[config.mk]
export PLATFORM = sky130hd
export DESIGN_NAME = alu_share_arbiter
export DESIGN_NICKNAME = d
export VERILOG_FILES = /design/src/rtl/alu_share_arbiter.sv
export SDC_FILE = /design/constraint.sdc
export NUM_CORES = 1
export LEC_CHECK = 0
export BUFFER_PORTS_ARGS = -buffer_cell sky130_fd_sc_hd__buf_4
export CORE_ASPECT_RATIO = 0.7
export CORE_MARGIN = 5
export CORE_UTILIZATION = 46
export DETAILED_ROUTE_END_ITERATION = 10
export GPL_TIMING_DRIVEN = 0
export PLACE_DENSITY = 0.85
export SETUP_SLACK_MARGIN = 0.2
export SLEW_MARGIN = 0
export SYNTH_ARGS = -nofsm -noshare
export SYNTH_HDL_FRONTEND = slang
export SYNTH_SLANG_ARGS = --single-unit
export TNS_END_PERCENT = 50
[constraint.sdc]
create_clock -name Clk -period 7.9 [get_ports Clk]
set_input_delay 0 -clock Clk [delete_from_list [all_inputs] [get_ports Clk]]
set_output_delay 0 -clock Clk [all_outputs]
set_load 0.01 [all_outputs]
[src/rtl/alu_share_arbiter.sv]
// Round-robin share of one registered ALU between two requesters with a tagged response (stats ports under ALU_SHARE_STATS_EN).
// Latency: accept in cycle T, rsp_valid in T+ALU_LAT+2; a new grant may coincide with rsp_valid.
// Backpressure: reqN_ready pulses only when no op is in flight; responses cannot be stalled.
module alu_share_arbiter #(
  parameter int WIDTH   = 32,
  parameter int ALU_LAT = 1
) (
  input  logic             Clk,
  input  logic             Rst,
  input  logic             req0_valid,
  input  logic [3:0]       req0_op,
  input  logic [WIDTH-1:0] req0_a,
  input  logic [WIDTH-1:0] req0_b,
  output logic             req0_ready,
  input  logic             req1_valid,
  input  logic [3:0]       req1_op,
  input  logic [WIDTH-1:0] req1_a,
  input  logic [WIDTH-1:0] req1_b,
  output logic             req1_ready,
  output logic [WIDTH-1:0] alu_A,
  output logic [WIDTH-1:0] alu_B,
  output logic             alu_AddorSub,
  output logic             alu_ALUS0,
  output logic             alu_ALUS1,
  output logic             alu_L_R,
  input  logic [WIDTH-1:0] alu_Z,
  input  logic             alu_O,
  output logic             rsp_valid,
  output logic             rsp_id,
  output logic [WIDTH-1:0] rsp_z,
  output logic             rsp_o,
  output logic             busy
`ifdef ALU_SHARE_STATS_EN
  ,
  output logic [15:0]      stat_ops0,
  output logic [15:0]      stat_ops1,
  output logic [15:0]      stat_ovf
`endif
);

  localparam int CW = 3;

  // op bit order matches the request op field: [0]=ALUS0 [1]=ALUS1 [2]=AddorSub [3]=L_R
  typedef struct packed {
    logic [3:0]       op;
    logic [WIDTH-1:0] a;
    logic [WIDTH-1:0] b;
  } alu_cmd_t;

  typedef struct packed {
    logic             id;
    logic             o;
    logic [WIDTH-1:0] z;
  } rsp_t;

  typedef enum logic [1:0] {
    ST_IDLE = 2'd0,
    ST_WAIT = 2'd1,
    ST_DONE = 2'd2
  } state_t;

  state_t        state_q, state_d;
  logic [CW-1:0] cnt_q, cnt_d;
  alu_cmd_t      cmd_q, cmd_d;
  logic          owner_q, owner_d;
  logic          last_q, last_d;
  rsp_t          rsp_q, rsp_d;

  alu_cmd_t      cmd0, cmd1;
  logic          grant_vld;
  logic          grant_id;

  always_comb begin
    cmd0.op = req0_op;
    cmd0.a  = req0_a;
    cmd0.b  = req0_b;
    cmd1.op = req1_op;
    cmd1.a  = req1_a;
    cmd1.b  = req1_b;
  end

  // DONE accepts like IDLE so back-to-back ops lose no cycle
  always_comb begin
    grant_vld = 1'b0;
    grant_id  = 1'b0;
    if (state_q != ST_WAIT) begin
      case ({req1_valid, req0_valid})
        2'b01: begin
          grant_vld = 1'b1;
          grant_id  = 1'b0;
        end
        2'b10: begin
          grant_vld = 1'b1;
          grant_id  = 1'b1;
        end
        2'b11: begin
          grant_vld = 1'b1;
          grant_id  = ~last_q;
        end
        default: begin
          grant_vld = 1'b0;
          grant_id  = 1'b0;
        end
      endcase
    end
  end

  assign req0_ready = grant_vld & ~grant_id & ~Rst;
  assign req1_ready = grant_vld &  grant_id & ~Rst;

  always_comb begin
    state_d = state_q;
    cnt_d   = cnt_q;
    cmd_d   = cmd_q;
    owner_d = owner_q;
    last_d  = last_q;
    rsp_d   = rsp_q;
    case (state_q)
      ST_WAIT: begin
        if (cnt_q == '0) begin
          rsp_d.id = owner_q;
          rsp_d.o  = alu_O;
          rsp_d.z  = alu_Z;
          state_d  = ST_DONE;
        end else begin
          cnt_d = cnt_q - CW'(1);
        end
      end
      default: begin
        if (grant_vld) begin
          cmd_d   = grant_id ? cmd1 : cmd0;
          owner_d = grant_id;
          last_d  = grant_id;
          cnt_d   = CW'(ALU_LAT);
          state_d = ST_WAIT;
        end else begin
          state_d = ST_IDLE;
        end
      end
    endcase
  end

  always_ff @(posedge Clk or posedge Rst) begin
    if (Rst) begin
      state_q <= ST_IDLE;
      cnt_q   <= '0;
      cmd_q   <= '0;
      owner_q <= 1'b0;
      last_q  <= 1'b1;
      rsp_q   <= '0;
    end else begin
      state_q <= state_d;
      cnt_q   <= cnt_d;
      cmd_q   <= cmd_d;
      owner_q <= owner_d;
      last_q  <= last_d;
      rsp_q   <= rsp_d;
    end
  end

  assign alu_A        = cmd_q.a;
  assign alu_B        = cmd_q.b;
  assign alu_ALUS0    = cmd_q.op[0];
  assign alu_ALUS1    = cmd_q.op[1];
  assign alu_AddorSub = cmd_q.op[2];
  assign alu_L_R      = cmd_q.op[3];

  assign rsp_valid = (state_q == ST_DONE);
  assign rsp_id    = rsp_q.id;
  assign rsp_z     = rsp_q.z;
  assign rsp_o     = rsp_q.o;
  assign busy      = (state_q == ST_WAIT);

`ifdef ALU_SHARE_STATS_EN
  logic [15:0] ops0_q, ops0_d;
  logic [15:0] ops1_q, ops1_d;
  logic [15:0] ovf_q, ovf_d;

  // op counters wrap; overflow counter saturates
  always_comb begin
    ops0_d = ops0_q;
    ops1_d = ops1_q;
    ovf_d  = ovf_q;
    if (req0_ready) ops0_d = ops0_q + 16'd1;
    if (req1_ready) ops1_d = ops1_q + 16'd1;
    if (rsp_valid && rsp_o && (ovf_q != 16'hFFFF)) ovf_d = ovf_q + 16'd1;
  end

  always_ff @(posedge Clk or posedge Rst) begin
    if (Rst) begin
      ops0_q <= '0;
      ops1_q <= '0;
      ovf_q  <= '0;
    end else begin
      ops0_q <= ops0_d;
      ops1_q <= ops1_d;
      ovf_q  <= ovf_d;
    end
  end

  assign stat_ops0 = ops0_q;
  assign stat_ops1 = ops1_q;
  assign stat_ovf  = ovf_q;
`endif

endmodule

==> impl_results.md, run 1 <==
- Status: finished, violations left
- Failing checks: hold timing
- Reg-to-Reg Start: last_q
- Number of flops mapped to enable cells by yosys: 0
- RSZ-0062 raised after global routing: false
- Setup slack of the most critical reg-to-reg path: 5.42 ns
- Total wirelength of the detailed-routed design: 20.8 mm
- Area of the core: about 9700 um^2
- Capturing element type of the critical path: register
- Number of nets still failing antenna checks after routing: 0
- Crit path DAT: between 2 and 3 ns
- Area of the die: ~12,000 um^2
- Leakage power: approximately 4.4 nW
- Worst vdd ir: between 0.2 and 0.25 mV
- Avg Cell Area, Syn: approximately 13 um^2
- Slowest cell delay on critical path: about 0.57 ns
- Terminus of the critical flop-to-flop path: alu_B[17]
- TritonCTS clock tree: built
- TritonCTS buffer count: 9
- Initial detailed-routing violation count: 376
- Cell Rows: 30
- Area share of fa/ha/maj cells after synthesis: less than 1%
- Post-synth ARST share: between 90% and 100%
- Count of buffers inserted at the top-level ports: 278
- Slowest-stage cell, CP: sky130_fd_sc_hd__dlygate4sd3_1
- Number of warnings reported in the yosys synthesis log: 0
- Global placer's final weighted congestion: 0.883
- Critical path launch point type: register
- Worst slew slack as a fraction of its limit: a little over three fifths
- Critical path fanouts, max: 10
- Via Count: around 5.2k
- Pwr/cell area: 380 nW/um^2
- P&R area growth vs syn: 89.8%
- Post-Synth XOR/XNOR Area: 0%
- # DRC: 0
- Number of cells upsized or downsized after cts: 0
- Simple-gate area share of the yosys netlist: 11.0%
- Detailed Place HPWL: about 12 mm
- Fraction of layout cells with a size suffix above 1: between 40% and 50%
- DP Worst Slack: approximately 6 ns
- Starting Density: a little under half
- Global router's overall resource usage: approximately a third
- Data required time of the critical path: 8.18 ns
- Max cap viols: 0
- Overall power after layout: approximately 0.0033 W
- Initial DRT Pass Iterations: 5
- Multiplexer fraction of the synthesized cell area: ~8.9%
- Sequential area share after synthesis: approximately 60%
- Number of slew-limit violations in the final report: 0
- Category of the critical setup timing path: register to register
- First-pass GRT wire length: between 30 and 40 mm
- Maximum achievable frequency: between 400 and 500 MHz
- I/O pin count: around 280
- Most area-hungry cell type in the Yosys netlist: sky130_fd_sc_hd__dfrtp_1
- Cell-by-cell listing of the critical path: a21boi_2 > clkbuf_1 > clkbuf_2 > and3_1 > a221o_1 > dlygate4sd3_1
- Number of storage elements in the synthesis netlist: approximately 110
- Syn_nets: around 520
- Number of antenna diodes: 0
- # setup viols final: 0
- Transition time at the pin with the least slew margin: roughly 0.55 ns
- Clock root buffer: sky130_fd_sc_hd__clkbuf_16
- Fin nets: roughly 960
- End of the worst hold path: alu_B[16]
- Share of the synthesized area in the top cell type: between 50% and 60%
- Final clock skew: approximately 0.01 ns
- Compound-cell area share of the yosys netlist: between 15 and 20%
- # H-tree levels: 3
- Worst Hold Path Cells: 3
- Worst Hold Class: input pin to register
- Crit share post-route: between 30% and 40%
- Startpoint of the most critical hold path: req1_b[16]
- Primary flip-flop cell chosen by synthesis mapping: sky130_fd_sc_hd__dfrtp_1
- Die outline width: 129 um
- Layout fillers: 402
- Synth unique cells: 24
- Height of the die: between 90 and 100 um
- Largest family of logic cells by synthesized area: compound AO/OA/AOI/OAI gates
- Average wire per cell in the routed design: about 23 um
- Post-synthesis instance area: between 4000 and 5000 um^2
- Number of antenna violations at the first check in global routing: 0
- Total clock sinks: approximately 110
- Depth of the worst register-to-register path: 6
- Top-count cell post-synth: sky130_fd_sc_hd__dfrtp_1
- Remaining global-route overflow: 0
- Clk buf depth: 2
- Syn Inst Count: between 300 and 400
- Largest cells by area after synthesis: sky130_fd_sc_hd__dfrtp_1 (59%), sky130_fd_sc_hd__a221o_1 (15%), sky130_fd_sc_hd__and3_1 (9.3%)
- Clock edge transition at the registers on the reported setup and hold paths: 0.08 ns
- Mean number of vias per cell: about 5.6
- Number of global-route vias before repair: about 5.6k
- Worst Hold Margin: -0.00490 ns
- Least setup slack across all paths after layout: between 5 and 6 ns
- Final period demand of the worst path: between 2 and 2.5 ns
- Setup TNS: 0 ns
- Most frequent cells after synthesis: sky130_fd_sc_hd__dfrtp_1 (108), sky130_fd_sc_hd__a221o_1 (68), sky130_fd_sc_hd__and3_1 (68), sky130_fd_sc_hd__mux2_2 (35), sky130_fd_sc_hd__clkbuf_1 (21)
- Pin count of the biggest net entering global routing: a little over 70
- Clk_lat worst skew: between 0.3 and 0.4 ns
- Hold Fails Final Rpt: 1
report_power, final:
group	total (W)	internal (W)	switching, W
clock network	0.000471	0.000265	0.000206
registers	0.00103	0.000842	0.000187
logic	0.00180	0.00101	0.000782
total	0.00330	0.00212	0.00117
sequential cells by signal (all words and copies together) (netlist names):
register      flops
alu_B            32
rsp_id            1
rsp_z            32
last_q            1
alu_ALUS1         1
alu_ALUS0         1
alu_A            32
state_q           2
rsp_o             1
owner_q           1
alu_L_R           1
alu_AddorSub      1
cnt_q             3
kinds of logic after synthesis:
family | count (synthesis)
DFF | 109
and+or+nand+nor | 80
AOI/OAI and AO/OA | 74
buffers and inverters | 39
muxes | 36
adders and majority gates | 2
how the worst max path moves through the flow:
stage	startpoint	endpoint	slack, ns	depth (start not counted)
after floorplan	Rst	alu_ALUS0	5.02	1
after global placement	Rst	alu_A[12]	3.88	2
after detailed placement	state_q[0]	alu_B[15]	6.10	6
after CTS	state_q[0]	alu_B[2]	5.58	7
after global routing	state_q[1]	alu_B[8]	5.37	7
final	last_q	alu_B[17]	5.42	6
worst max-delay path, delay by kind of cell, from the launching register on:
| family | cells | cell delay, ns |
|---|---|---|
| AOI/OAI and AO/OA | 2 | 0.50 |
| DFF | 1 | 0.39 |
| buffers and inverters | 3 | 1.32 |
| and+or+nand+nor | 1 | 0.21 |
layer usage:
metal / track usage (%) / wire length (um) / vias up
li1: - / - / 2208
met1: 39.1 / 7270 / 2541
met2: 62.6 / 11100 / 347
met3: 9.19 / 1800 / 60
met4: 12.1 / 671 / 0
met5: 0 / 0 / -
final cells by class:
cell class	instances	area, um^2	area share [%]
clock buffer	12	256	2.96
sequential	109	2730	31.5
tap	128	160	1.85
buffer	33	164	1.89
timing repair buffer	430	3630	41.8
inverter	6	25.0	0.289
clock inverter	4	55.1	0.635
multi-input combinational	192	1650	19.0
through the flow:
| step | instances | util (%) | cell area [um^2] |
|---|---|---|---|
| after floorplan | 340 | - | 4560 |
| after global placement | 746 | 70.3 | 6810 |
| after detailed placement | 747 | 70.6 | 6840 |
| after CTS | 914 | 89.5 | 8660 |
| after global routing | 914 | 89.5 | 8660 |
| final | 914 | 89.5 | 8660 |
placed cells by master (no fill, tap or decap), drive strengths merged:
master	count
dfstp	1
a21boi	1
inv	7
o21ai	3
nand2	4
clkinv	1
nor2b	1
and3	69
and2	1
o22ai	2
dfrtp	108
mux2	35
nand2b	3
clkbuf	34
a221o	68
nor2	2
buf	290
clkinvlp	1
bufinv	1
mux2i	1
dlygate4sd3	151
ha	2
timing repair:
| action | CTS | global route |
|---|---|---|
| endpoints found under the hold margin | 141 | 0 |
| hold buffers | 151 | 0 |
| buffers inserted | 0 | 0 |
| endpoints found under the setup margin | 0 | 0 |
Note: power is estimated with default switching activity, not from simulation.
==> inputs of run 2 (changes only) <==
--- a/config.mk
+++ b/config.mk
@@ -5,13 +5,14 @@
 export SDC_FILE = /design/constraint.sdc
 export NUM_CORES = 1
 export LEC_CHECK = 0
+export ABC_AREA = 1
 export BUFFER_PORTS_ARGS = -buffer_cell sky130_fd_sc_hd__buf_4
 export CORE_ASPECT_RATIO = 0.7
 export CORE_MARGIN = 5
 export CORE_UTILIZATION = 46
 export DETAILED_ROUTE_END_ITERATION = 10
 export GPL_TIMING_DRIVEN = 0
-export PLACE_DENSITY = 0.85
+export PLACE_DENSITY = 0.81
 export SETUP_SLACK_MARGIN = 0.2
 export SLEW_MARGIN = 0
 export SYNTH_ARGS = -nofsm -noshare
==> constraint.sdc (replaced) <==
create_clock -name Clk -period 2.33 [get_ports Clk]
set_input_delay 0 -clock Clk [delete_from_list [all_inputs] [get_ports Clk]]
set_output_delay 0 -clock Clk [all_outputs]
set_load 0.01 [all_outputs]
==> impl_results.md, run 2 <==
- Max cap viols: 0 (unchanged)
- Worst vdd ir: 0.792 mV (was 0.215 mV)
- Sequential area share after synthesis: 50.7% (was 59.8%)
- Total wirelength of the detailed-routed design: 23.7 mm (was 20.8 mm)
- Share of the synthesized area in the top cell type: 50.3% (was 59.2%)
- Worst Hold Margin: 0.00959 ns (was -0.00490 ns)
- Fin nets: 1,325 (was 956)
- Most area-hungry cell type in the Yosys netlist: sky130_fd_sc_hd__dfrtp_1 (unchanged)
- I/O pin count: 279 (unchanged)
- RSZ-0062 raised after global routing: false (unchanged)
- Crit share post-route: 87.3% (was 31.3%)
- Final period demand of the worst path: 2.03 ns (was 2.48 ns)
- Number of antenna diodes: 0 (unchanged)
- Startpoint of the most critical hold path: req1_a[23] (was req1_b[16])
- Clk buf depth: 2 (unchanged)
- Most frequent cells after synthesis: sky130_fd_sc_hd__nand2_1 (310), sky130_fd_sc_hd__dfrtp_1 (108), sky130_fd_sc_hd__inv_1 (76), sky130_fd_sc_hd__nand3_1 (70), sky130_fd_sc_hd__nand4_1 (68) (was sky130_fd_sc_hd__dfrtp_1 (108), sky130_fd_sc_hd__a221o_1 (68), sky130_fd_sc_hd__and3_1 (68), sky130_fd_sc_hd__mux2_2 (35), sky130_fd_sc_hd__clkbuf_1 (21))
- Crit path DAT: 2.27 ns (was 2.76 ns)
- # H-tree levels: 3 (unchanged)
- Post-synthesis instance area: 5380 um^2 (was 4560 um^2)
- Maximum achievable frequency: 491 MHz (was 404 MHz)
- Number of storage elements in the synthesis netlist: 109 (unchanged)
- Avg Cell Area, Syn: 7.64 um^2 (was 13.4 um^2)
- Terminus of the critical flop-to-flop path: alu_B[16] (was alu_B[17])
- Critical path launch point type: register (unchanged)
- Commonest non-fill, non-tap cells in the layout: sky130_fd_sc_hd__nand2_1 (310), sky130_fd_sc_hd__buf_4 (285), sky130_fd_sc_hd__dlygate4sd3_1 (156) (was sky130_fd_sc_hd__buf_4 (278), sky130_fd_sc_hd__dlygate4sd3_1 (151), sky130_fd_sc_hd__dfrtp_1 (108))
- Height of the die: 100 um (was 93.3 um)
- Die outline width: 139 um (was 129 um)
- Fraction of layout cells with a size suffix above 1: 30.0% (was 44.1%)
- Detailed Place HPWL: 14.0 mm (was 11.7 mm)
- Worst Hold Class: input pin to register (unchanged)
- Post-synth ARST share: 100% (unchanged)
- Setup fix buffers added after clock tree synthesis: 0 (unchanged)
- TritonCTS buffer count: 9 (unchanged)
- Count of buffers inserted at the top-level ports: 277 (was 278)
- Slowest cell delay on critical path: 0.56 ns (was 0.57 ns)
- Pin count of the biggest net entering global routing: 42 (was 72)
- Capturing element type of the critical path: register (unchanged)
- Largest cells by area after synthesis: sky130_fd_sc_hd__dfrtp_1 (50%), sky130_fd_sc_hd__nand2_1 (22%), sky130_fd_sc_hd__nand4_1 (7.9%) (was sky130_fd_sc_hd__dfrtp_1 (59%), sky130_fd_sc_hd__a221o_1 (15%), sky130_fd_sc_hd__and3_1 (9.3%))
- Initial detailed-routing violation count: 465 (was 376)
- Cell-by-cell listing of the critical path: nand2_4 > buf_6 > buf_2 > nand4_1 > nand2_1 > inv_1 > nand2_1 > dlygate4sd3_1 (was a21boi_2 > clkbuf_1 > clkbuf_2 > and3_1 > a221o_1 > dlygate4sd3_1)
- Number of flops mapped to enable cells by yosys: 0 (unchanged)
- Status: completed (was finished, violations left)
- Global router's overall resource usage: 33.6% (was 34.5%)
- Depth of the worst register-to-register path: 8 (was 6)
- Cell Rows: 33 (was 30)
- Most common cell after layout, fill and taps aside: sky130_fd_sc_hd__nand2_1 (was sky130_fd_sc_hd__buf_4)
- Synth unique cells: 20 (was 24)
- Net switching power: 0.00530 W (was 0.00117 W)
- Reg-to-Reg Start: last_q (unchanged)
- Family of cells with the greatest summed delay on the critical path: buffers and inverters (unchanged)
- Slowest-stage cell, CP: sky130_fd_sc_hd__dfstp_2 (was sky130_fd_sc_hd__dlygate4sd3_1)
- First-pass GRT wire length: 37.3 mm (was 31.5 mm)
- Part of the total power dissipated in the clock network: 12.5% (was 14.3%)
- Worst slew slack as a fraction of its limit: 40.3% (was 63.2%)
- Combinational group share of total power: 59.6% (was 54.5%)
- Leakage power: 5.28 nW (was 4.44 nW)
- Number of antenna violations at the first check in global routing: 0 (unchanged)
- P&R area growth vs syn: 77.9% (was 89.8%)
- Int Power: 0.00724 W (was 0.00212 W)
- Crit-path most repeated cell: sky130_fd_sc_hd__nand2_1
- Number of nets still failing antenna checks after routing: 0 (unchanged)
- Worst Hold Path Cells: 5 (was 3)
- Number of logic stages on the critical path including buffering: 8 (was 6)
- Share of total power consumed by net switching: 42.3% (was 35.6%)
- Final clock skew: 0.00978 ns (was 0.0100 ns)
- Via Count: 6,830 (was 5,156)
- Average wire per cell in the routed design: 18.1 um (was 22.8 um)
- Category of the critical setup timing path: register to register (unchanged)
- # DRC: 0 (unchanged)
- Critical path fanouts, max: 10 (unchanged)
- Syn Inst Count: 704 (was 340)
- Clk_lat worst skew: 0.35 ns (about the same)
- Area of the core: 11,600 um^2 (was 9680 um^2)
- End of the worst hold path: alu_A[23] (was alu_B[16])
- Global placer's final weighted congestion: 0.861 (was 0.883)
- Area of the die: 14,000 um^2 (was 12,000 um^2)
- Setup slack of the most critical reg-to-reg path: 0.30 ns (was 5.42 ns)
- Mean number of vias per cell: 5.21 (was 5.64)
- Syn_nets: 879 (was 515)
- Primary flip-flop cell chosen by synthesis mapping: sky130_fd_sc_hd__dfrtp_1 (unchanged)
- Data required time of the critical path: 2.57 ns (was 8.18 ns)
- Setup TNS: 0 ns (unchanged)
- # setup viols final: 0 (unchanged)
- Initial DRT Pass Iterations: 6 (was 5)
- Total clock sinks: 109 (unchanged)
- Clock root buffer: sky130_fd_sc_hd__clkbuf_16 (unchanged)
- Hold Fails Final Rpt: 0 (was 1)
- Remaining global-route overflow: 0 (unchanged)
- Number of warnings reported in the yosys synthesis log: 0 (unchanged)
- Top-count cell post-synth: sky130_fd_sc_hd__nand2_1 (was sky130_fd_sc_hd__dfrtp_1)
- Number of slew-limit violations in the final report: 0 (unchanged)
- Crit path buffers/inverters: 4 (was 3)
- Pwr/cell area: 1310 nW/um^2 (was 380 nW/um^2)
- Number of global-route vias before repair: 7,206 (was 5,558)
- TritonCTS clock tree: built (unchanged)
- Sequential fraction of design power: 27.9% (was 31.2%)
- Transition time at the pin with the least slew margin: 0.893 ns (was 0.552 ns)
- Starting Density: 46.5% (was 47.1%)
- Clock edge transition at the registers on the reported setup and hold paths: 0.08 ns (about the same)
## run 2: worst reg2reg max path: stages, from the launching register on
cell                            delay [ns]
sky130_fd_sc_hd__dfstp_2              0.56
sky130_fd_sc_hd__nand2_4              0.10
sky130_fd_sc_hd__buf_6                0.16
sky130_fd_sc_hd__buf_2                0.20
sky130_fd_sc_hd__nand4_1              0.14
sky130_fd_sc_hd__nand2_1              0.09
sky130_fd_sc_hd__inv_1                0.08
sky130_fd_sc_hd__nand2_1              0.06
sky130_fd_sc_hd__dlygate4sd3_1        0.55
## run 2: cell type report
type	count	area, um^2
multi-input combinational	466	2070
timing repair buffer	435	3680
tap	157	196
fill	672	1990
buffer	49	290
inverter	80	307
sequential	109	2730
clock inverter	5	42.5
clock buffer	11	253
## run 2: power groups by stage
stage	Clock, W	Combinational (W)	Sequential [W]
6_report	0.00157	0.00747	0.00350
2_1_floorplan	0	0.00295	0.00383
3_3_place_gp	0	0.00587	0.00342
3_5_place_dp	0	0.00601	0.00344
4_1_cts	0.00157	0.00714	0.00343
5_1_grt	0.00164	0.00818	0.00359
## run 2: cell families after synthesis
family	count (synthesis)	share of synthesized area (%)
flip-flops	109	50.7
buffers and inverters	129	10.9
AND/OR/NAND/NOR	460	37.5
adder cells (fa/ha/maj)	2	0.465
AO/OA/AOI/OAI	4	0.372
## run 2: worst max path at each step
stage	start	to
after floorplan	cnt_q[0]	rsp_z[10]
after global placement	Rst	alu_A[10]
after global routing	state_q[1]	alu_A[9]
after detailed placement	cnt_q[0]	rsp_z[21]
final	last_q	alu_B[16]
after CTS	last_q	alu_B[5]
## run 2: timing repair
action / 4_1_cts / 5_1_grt
endpoints found under the setup margin: 0 / 28
resized for setup: 0 / 5
hold buffers: 156 / 0
hold endpoints to repair: 137 / 0
## run 2: through the flow
stage / power, W / cell area (um^2) / worst slack, ns / std cells / util [%]
5_1_grt: 0.0134 / 9570 / 0.215 / 1312 / 82.7
6_report: 0.0125 / 9570 / 0.295 / 1312 / 82.7
4_1_cts: 0.0121 / 9550 / 0.289 / 1312 / 82.6
3_3_place_gp: 0.00930 / 7660 / 0.220 / 1138 / 66.2
2_1_floorplan: 0.00678 / 5380 / 0.981 / 704 / -
3_5_place_dp: 0.00944 / 7700 / 0.725 / 1140 / 66.6
## run 2: layer usage
| metal | global-route usage [%] | wire [um] |
|---|---|---|
| met1 | 38.2 | 8480 |
| met2 | 58.9 | 11600 |
| met3 | 9.29 | 2450 |
| met4 | 16.6 | 1150 |
| met5 | 0 | 0 |
==> inputs of run 3 (changes only) <==
--- a/config.mk
+++ b/config.mk
@@ -13,6 +13,7 @@
 export DETAILED_ROUTE_END_ITERATION = 10
 export GPL_TIMING_DRIVEN = 0
 export PLACE_DENSITY = 0.81
+export REMOVE_ABC_BUFFERS = 1
 export SETUP_SLACK_MARGIN = 0.2
 export SLEW_MARGIN = 0
 export SYNTH_ARGS = -nofsm -noshare
==> impl_results.md, run 3 (same netlist as run 2, synthesis figures left out) <==
- Status: completed (unchanged)
- Worst vdd ir: 0.687 mV (was 0.792 mV)
- Critical path launch point type: register (unchanged)
- Pwr/cell area: 1220 nW/um^2 (was 1310 nW/um^2)
- Final period demand of the worst path: 2.07 ns (was 2.03 ns)
- Via Count: 6,743 (was 6,830)
- Pin count of the biggest net entering global routing: 75 (was 42)
- Total wirelength of the detailed-routed design: 24.1 mm (was 23.7 mm)
- Global placer's final weighted congestion: 0.840 (was 0.861)
- Clk_lat worst skew: 0.35 ns (about the same)
- Detailed Place HPWL: 11.6 mm (was 14.0 mm)
- Final clock skew: 0.00997 ns (was 0.00978 ns)
- Crit-path most repeated cell: sky130_fd_sc_hd__nand2_8 (was sky130_fd_sc_hd__nand2_1)
- Initial DRT Pass Iterations: 5 (was 6)
- Crit path buffers/inverters: 2 (was 4)
- Least setup slack across all paths after layout: 0.255 ns (was 0.295 ns)
- # DRC: 0 (unchanged)
- DP Worst Slack: -1.22 ns (was 0.725 ns)
- Number of antenna violations at the first check in global routing: 0 (unchanged)
- Initial detailed-routing violation count: 497 (was 465)
- TritonCTS clock tree: built (unchanged)
- Commonest non-fill, non-tap cells in the layout: sky130_fd_sc_hd__nand2_1 (310), sky130_fd_sc_hd__buf_4 (279), sky130_fd_sc_hd__dlygate4sd3_1 (161) (was sky130_fd_sc_hd__nand2_1 (310), sky130_fd_sc_hd__buf_4 (285), sky130_fd_sc_hd__dlygate4sd3_1 (156))
- Number of nets still failing antenna checks after routing: 0 (unchanged)
- Most common cell after layout, fill and taps aside: sky130_fd_sc_hd__nand2_1 (unchanged)
- Number of global-route vias before repair: 7,004 (was 7,206)
- # setup viols final: 0 (unchanged)
- RSZ-0062 raised after global routing: true (was false)
- Slowest cell delay on critical path: 0.58 ns (was 0.56 ns)
- Crit share post-route: 89.1% (was 87.3%)
- Setup TNS: 0 ns (unchanged)
- Count of buffers inserted at the top-level ports: 278 (was 277)
- Cell-by-cell listing of the critical path: nand2_8 > nand2_8 > clkinv_8 > nand2_1 > nor2_1 > buf_4 (was nand2_4 > buf_6 > buf_2 > nand4_1 > nand2_1 > inv_1 > nand2_1 > dlygate4sd3_1)
- Fin nets: 1,287 (was 1,325)
- Depth of the worst register-to-register path: 4 (was 8)
- Transition time at the pin with the least slew margin: 0.925 ns (was 0.893 ns)
- # H-tree levels: 3 (unchanged)
- First-pass GRT wire length: 37.1 mm (was 37.3 mm)
- Remaining global-route overflow: 0 (unchanged)
- Worst Hold Class: input pin to register (unchanged)
- Data required time of the critical path: 2.33 ns (was 2.57 ns)
- Number of logic stages on the critical path including buffering: 6 (was 8)
- Area of the die: 14,000 um^2 (unchanged)
- Clock edge transition at the registers on the reported setup and hold paths: 0.08 ns (about the same)
- Height of the die: 100 um (unchanged)
- Clock root buffer: sky130_fd_sc_hd__clkbuf_16 (unchanged)
- Mean number of vias per cell: 5.29 (was 5.21)
- Family of cells with the greatest summed delay on the critical path: simple AND/OR/NAND/NOR gates (was buffers and inverters)
- Clk buf depth: 2 (unchanged)
- Slowest-stage cell, CP: sky130_fd_sc_hd__dfrtp_1 (was sky130_fd_sc_hd__dfstp_2)
- TritonCTS buffer count: 9 (unchanged)
- Number of slew-limit violations in the final report: 0 (unchanged)
- Setup slack of the most critical reg-to-reg path: 0.35 ns (was 0.30 ns)
- Capturing element type of the critical path: primary output (was register)
- Number of antenna diodes: 0 (unchanged)
- Timing startpoint of the critical path: state_q[0] (was last_q)
- Cell Rows: 33 (unchanged)
- Leakage power: 5.15 nW (was 5.28 nW)
- Cell area reported after detailed placement: 7420 um^2 (was 7700 um^2)
- Crit path DAT: 2.07 ns (was 2.27 ns)
- I/O pin count: 279 (unchanged)
- Die outline width: 139 um (unchanged)
- Global router's overall resource usage: 33.4% (was 33.6%)
- Number of standard cells in the layout, taps in and fillers out: 1,274 (was 1,312)
- Average wire per cell in the routed design: 18.9 um (was 18.1 um)
- Critical path fanouts, max: 70 (was 10)
- Reg-to-Reg Start: last_q (unchanged)
- Area of the core: 11,600 um^2 (unchanged)
- Maximum achievable frequency: 482 MHz (was 491 MHz)
- Worst slew slack as a fraction of its limit: 38.3% (was 40.3%)
- Inst Count DP: 1,091 (was 1,140)
- Final standard cell area without fillers: 9450 um^2 (was 9570 um^2)
- P&R area growth vs syn: 75.8% (was 77.9%)
- Destination of the critical timing path: req0_ready (was alu_B[16])
- Fraction of layout cells with a size suffix above 1: 28.0% (was 30.0%)
- Starting Density: 46.5% (unchanged)
- Max cap viols: 0 (unchanged)
- Hold Fails Final Rpt: 0 (unchanged)
- Category of the critical setup timing path: register to primary output (was register to register)
- Total clock sinks: 109 (unchanged)
- Layout fillers: 675 (was 672)
- Terminus of the critical flop-to-flop path: alu_B[14] (was alu_B[16])
run 3: cell types whose count changed in the layout (fill, tap and decap cells not counted), moves of 3 or more:
cell	delta
sky130_fd_sc_hd__buf_4	-6
sky130_fd_sc_hd__nand2_8	+3
sky130_fd_sc_hd__dlygate4sd3_1	+5
sky130_fd_sc_hd__buf_2	-25
sky130_fd_sc_hd__clkbuf_1	-10
sky130_fd_sc_hd__buf_6	-6
run 3: layout make-up:
cell class	count	area (um^2)	share of cell area, %
sequential	109	2730	28.9
clock inverter	7	81.3	0.860
multi-input combinational	471	2170	22.9
clock buffer	9	225	2.38
inverter	80	320	3.39
tap	157	196	2.08
timing repair buffer	441	3730	39.5
run 3: routing by layer:
metal | vias to the layer above | global-route usage [%] | share of wire (%)
met4 | 0 | 14.0 | 3.8
met1 | 3166 | 40.3 | 37
met5 | - | 0 | 0
met2 | 448 | 57.5 | 50
met3 | 89 | 8.82 | 9.4
li1 | 3040 | - | -
run 3: worst min path at each step:
stage          startpoint         end  slack (ns)  cells past startpoint
6_report        req1_b[8]    alu_B[8]       0.005                      5
5_1_grt         req1_b[8]    alu_B[8]        0.03                      5
4_1_cts         req1_b[8]    alu_B[8]       0.001                      5
3_5_place_dp          Rst   alu_B[14]        0.19                      2
3_3_place_gp    alu_Z[16]   rsp_z[16]        0.19                      3
2_1_floorplan         Rst  req0_ready        0.05                      1
run 3: per-stage QoR:
stage / power [W] / hold slack (ns) / utilization (%)
floorplan: 0.00639 / 0.0475 / -
global placement: 0.00891 / 0.194 / 63.8
detailed placement: 0.00909 / 0.189 / 64.2
CTS: 0.0111 / 0.00107 / 81.6
global route: 0.0123 / 0.0283 / 81.8
finish: 0.0115 / 0.00535 / 81.8
run 3: what timing repair did:
action                                 CTS  global route
hold buffers                           161             0
buffers inserted                         1             0
pin swaps                                3             1
setup endpoints to repair               96            41
resized for setup                        6             4
endpoints found under the hold margin  155             0
gates cloned                             4             1
run 3: worst min-delay path: stages:
cell	delay, ns
sky130_fd_sc_hd__buf_4	0.08
sky130_fd_sc_hd__nand4_1	0.08
sky130_fd_sc_hd__nand2_1	0.07
sky130_fd_sc_hd__inv_1	0.03
sky130_fd_sc_hd__nand2_1	0.05
run 3: power breakdown:
part	leakage (nW)	switching (W)	internal [W]
combinational	3.70	0.00391	0.00251
sequential	1.31	0.000614	0.00289
clock	0.146	0.000746	0.000852
total	5.15	0.00527	0.00625
